[src/rtl/lc2k_pkg.sv]
// Shared LC2K definitions: opcode field location, HALT encoding and fetch FSM states.
package lc2k_pkg;

    localparam int unsigned INST_W  = 32;
    localparam int unsigned OPC_MSB = 24;
    localparam int unsigned OPC_LSB = 22;
    localparam logic [2:0]  OPC_HALT = 3'b110;

    typedef enum logic [1:0] {
        S_IDLE = 2'd0,
        S_REQ  = 2'd1,
        S_HOLD = 2'd2,
        S_HALT = 2'd3
    } fetch_state_t;

endpackage

[src/rtl/lc2k_fetch_unit.sv]
// LC2K instruction fetch: owns the PC, reads imem over req/ack and hands
// instructions to decode over valid/ready; honours redirects and stops on halt.
module lc2k_fetch_unit
    import lc2k_pkg::*;
#(
    parameter int unsigned       ADDR_W   = 16,
    parameter logic [ADDR_W-1:0] RESET_PC = '0
) (
    input  logic              clk,
    input  logic              reset,
    output logic              imem_req,
    output logic [ADDR_W-1:0] imem_addr,
    input  logic              imem_ack,
    input  logic [INST_W-1:0] imem_rdata,
    output logic              inst_valid,
    input  logic              inst_ready,
    output logic [INST_W-1:0] inst_word,
    output logic [ADDR_W-1:0] inst_pc,
    output logic [ADDR_W-1:0] inst_pc_plus_one,
    input  logic              redirect,
    input  logic [ADDR_W-1:0] redirect_pc,
    output logic              halted
);

    fetch_state_t      r_state;
    logic [ADDR_W-1:0] r_pc;
    logic [ADDR_W-1:0] r_addr;
    logic              r_drop;
    logic [INST_W-1:0] r_inst_word;
    logic [ADDR_W-1:0] r_inst_pc;

    logic [ADDR_W-1:0] w_pc_inc;
    logic              w_is_halt;

    assign w_pc_inc  = r_pc + ADDR_W'(1);
    assign w_is_halt = (r_inst_word[OPC_MSB:OPC_LSB] == OPC_HALT);

    // r_addr is the address on the bus; it only follows r_pc once the
    // outstanding request has been acked, so a pending redirect lives in r_pc.
    always_ff @(posedge clk or posedge reset) begin
        if (reset) begin
            r_state     <= S_IDLE;
            r_pc        <= RESET_PC;
            r_addr      <= RESET_PC;
            r_drop      <= 1'b0;
            r_inst_word <= '0;
            r_inst_pc   <= '0;
        end else begin
            case (r_state)
                S_IDLE: begin
                    r_addr  <= r_pc;
                    r_state <= S_REQ;
                end
                S_REQ: begin
                    if (imem_ack) begin
                        if (r_drop || redirect) begin
                            r_drop <= 1'b0;
                            if (redirect) begin
                                r_pc   <= redirect_pc;
                                r_addr <= redirect_pc;
                            end else begin
                                r_addr <= r_pc;
                            end
                        end else begin
                            r_inst_word <= imem_rdata;
                            r_inst_pc   <= r_pc;
                            r_state     <= S_HOLD;
                        end
                    end else if (redirect) begin
                        r_pc   <= redirect_pc;
                        r_drop <= 1'b1;
                    end
                end
                S_HOLD: begin
                    if (redirect) begin
                        r_pc    <= redirect_pc;
                        r_addr  <= redirect_pc;
                        r_state <= S_REQ;
                    end else if (inst_ready) begin
                        r_pc    <= w_pc_inc;
                        r_addr  <= w_pc_inc;
                        r_state <= w_is_halt ? S_HALT : S_REQ;
                    end
                end
                S_HALT: begin
                    r_state <= S_HALT;
                end
                default: begin
                    r_state <= S_IDLE;
                end
            endcase
        end
    end

    assign imem_req         = (r_state == S_REQ);
    assign inst_valid       = (r_state == S_HOLD);
    assign halted           = (r_state == S_HALT);
    assign imem_addr        = r_addr;
    assign inst_word        = r_inst_word;
    assign inst_pc          = r_inst_pc;
    assign inst_pc_plus_one = r_inst_pc + ADDR_W'(1);

endmodule

[config.mk]
export PLATFORM = sky130hd
export DESIGN_NAME = lc2k_fetch_unit
export DESIGN_NICKNAME = d
export VERILOG_FILES = /design/src/rtl/lc2k_pkg.sv /design/src/rtl/lc2k_fetch_unit.sv
export SDC_FILE = /design/constraint.sdc
export NUM_CORES = 1
export LEC_CHECK = 0
export BUFFER_PORTS_ARGS = -buffer_cell sky130_fd_sc_hd__buf_2
export CORE_MARGIN = 3
export CORE_UTILIZATION = 50
export CTS_CLUSTER_DIAMETER = 100
export DETAILED_ROUTE_END_ITERATION = 6
export PLACE_DENSITY = 0.76
export SLEW_MARGIN = 15
export SYNTH_ARGS = -nofsm -noshare
export SYNTH_HDL_FRONTEND = slang
export SYNTH_SLANG_ARGS = --single-unit
export TNS_END_PERCENT = 50
[constraint.sdc]
create_clock -name clk -period 2.61 [get_ports clk]
set_input_delay 0.1305 -clock clk [delete_from_list [all_inputs] [get_ports clk]]
set_output_delay 0.1305 -clock clk [all_outputs]
set_load 0.05 [all_outputs]
==> results.md <==
* Status: finished clean
* EDFF count, synth at 0
* Commonest non-fill, non-tap cells in the layout: buf_2 (135), dfrtp_1 (83), mux2_2 (47)
* Detailed-route via count at ~4300
* Final setup vio count at 0
* Final #Nets at 680
* CTS tree: built
* Area of placed instances at roughly 5400 um^2
* Fin crit share at 86.74%
* FMAX at roughly 0.44 GHz
* WP data required at about 2500 ps
* Max Buffers Root-to-Sink at 2
* R2r setup slk at around 450 ps
* Setup Skew at 11.36 ps
* Worst path depth at 6
* Initial DRT Pass Iterations at 5
* Crit-path leading delay family: simple AND/OR/NAND/NOR gates
* Post-Route Utilization at between 60% and 70%
* Design area at roughly 5900 um^2
* Initial antenna violation count at 0
* Mean Syn Cell Area at 9.904 um^2
* Largest net degree at the start of global routing at 49
* Latest clock arrival within the worst-skew pair at between 300 and 400 ps
* CP Data Arrival Time at approximately 2100 ps
* Cell Chain, Critical Path: and3_1 -> nand3_1 -> nor2_1 -> nand4_1 -> xnor2_1 -> buf_2
* Mapped Nets at approximately 520
* CTS buffer count at 9
* Sequential area share after synthesis at 45.29%
* CP endpoint kind: output pin
* Die width at roughly 100 um
* Clk sinks at between 80 and 90
* Share of post-route cells with drive strength above 1 at a little over a third
* Synth unique cells at 62
* HP Class: input port to flip-flop
* Vias/cell at ~6
* Hpwl dp at a little under 9 mm
* Synth Cell Area at between 4000 and 5000 um^2
* Initial drt markers at between 200 and 300
* Root buf cell: clkbuf_8
* Rel. slew slack at a little over two fifths
* DRC at 0
* Fillers at between 700 and 800
* I/O pin cnt at 136
* Cells after synthesis at between 400 and 500
* Critical path startpoint category: flip-flop
* Initial Utilization at 52.07%
* Yosys top cell by area: dfrtp_1
* Htree depth at 3
* Delay of the slowest critical-path stage at roughly 440 ps
* Least-Margin Pin Slew at 865.6 ps
* Setup TNS at 0 ps
* Fin crit period at roughly 2300 ps
* GPL Wtd Cong at roughly 0.93
* Max-Cap Viols at 0
* GR Overflow Total at 0
* Final-report hold violation count at 0
* Global-route wire length before repair at ~21 mm
* Final worst slack at about 350 ps
* Pre-CTS setup slack at just under 500 ps
* Ant diodes at 0
* R2r worst-path depth at 7
* RSZ-0062 raised after global routing: no
* Commonest non-fill, non-tap cell in the layout: buf_2
* GRT Total Usage at about a quarter
* Final WL at between 10 and 15 mm
* Setup crit start: inst_pc[2]
* Die height at about 100 um
* Post-synth ARST share at 100.0%
* R2R Path Start: r_state[1]
* Primary FF master, synth: dfrtp_1
* Antenna viol nets, final at 0
* Synth area leaders: dfrtp_1 (45%), mux2_2 (12%), o21ai_0 (4.1%), a21oi_1 (3.5%), nand2_1 (3.0%)
* Core area at 8806 um^2
* Number of port buffers at 135
* Clk pin slew, worst setup/hold paths at about 100 ps
* Site Rows at 34
* Crit Path Max Fanout at 6
* Full die area at just over 10000 um^2
* Top cell type's share of synthesized area at ~45%
* RR Endpoint: r_pc[15]
* Per-cell routed wire length at roughly 18 um
* Yosys reg bits at 83
* Kind of critical path: flip-flop to output pin
* Slowest-stage cell, CP: dfrtp_1
* Vias in the first global route at around 4200
* Worst Path Buf+Inv at 1
* Crit path capture: inst_pc_plus_one[13]
* Yosys warns at 0
* Slew Limit Fails at 0
* P&R area growth vs syn at 28.24%
* Hold depth at 2
==> worst register-to-register path: stages (launching register included) <==
cell and delay, ps:
dfrtp_1 430, inv_1 70, ha_1 200, inv_2 180, nor4_4 80, or3_1 630, a211o_1 380, a22oi_1 130
==> state kept, by name, indices dropped and copies added, names as in the netlist <==
name	cells
inst_word	32
imem_addr	16
inst_pc	16
r_pc	16
r_state	2
r_drop	1
==> layer usage <==
metal | part of all wire, % | track usage (%) | routed length (um)
met5 | 0 | 0 | 0
met3 | 9.1 | 6.198 | 1190
met2 | 48 | 42.71 | 6225
met4 | 1.8 | 8.384 | 231
met1 | 41 | 34.18 | 5363
==> cells by family after synthesis <==
family / after synthesis / share of synthesized area [%]
buf+inv: 45 / 4.529
flops: 83 / 45.29
simple gates: 133 / 15.25
fa+ha+maj: 5 / 1.364
xor+xnor: 19 / 3.629
mux: 51 / 12.41
compound gates: 127 / 17.52
==> worst min path at each step <==
| stage | start | to | slack, ps |
|---|---|---|---|
| after floorplan | imem_ack | r_drop | 220 |
| after global placement | reset | inst_word[5] | 320 |
| after detailed placement | reset | inst_word[10] | 330 |
| after CTS | imem_rdata[17] | inst_word[17] | 0.7 |
| after global routing | imem_rdata[1] | inst_word[1] | 7 |
| final | imem_rdata[1] | inst_word[1] | 9 |
==> Yosys cell counts, types with 2 or more instances <==
master and instances:
a211o_1 3, a211oi_1 3, a21o_1 3, a21oi_1 32
a221oi_1 4, a22o_1 4, a22oi_1 3, a2bb2oi_1 3
a31oi_1 6, a41oi_1 2, and2_1 2, and3_1 6
buf_2 16, buf_4 5, clkbuf_1 9, dfrtp_1 83
ha_1 5, inv_1 13, mux2_2 47, mux2i_1 4
nand2_1 37, nand2b_1 7, nand3_1 11, nand4_1 5
nor2_1 29, nor2b_1 5, nor3_1 10, nor3b_1 4
nor4_1 5, o211ai_1 2, o21ai_0 38, o22ai_1 6
o31ai_1 4, or3_1 2, xnor2_1 10, xor2_1 9
==> metrics by stage <==
stage | hold slack (ps) | instances
after floorplan | 220.5 | 463
after global placement | 316.8 | 691
after detailed placement | 334.3 | 691
after CTS | 0.7419 | 733
after global routing | 6.513 | 735
final | 9.114 | 735
==> area by class of cell <==
type                       count  area [um^2]  area share, %
clock buffer                   9        123.9          2.106
clock inverter                 7        105.1          1.787
inverter                      15        57.56         0.9787
multi-input combinational    335         2301          39.13
sequential                    83         2077          35.32
tap                          108        135.1          2.298
timing repair buffer         178         1081          18.38
==> timing repair <==
action                                 CTS  global route
resized for setup                        0             0
hold buffers                            26             2
endpoints found under the hold margin   72             2
buffers inserted                         0             0
Power is left out: the tool's default activity adds up to more than one toggle a clock period on the data nets, which glitch-free logic cannot reach.
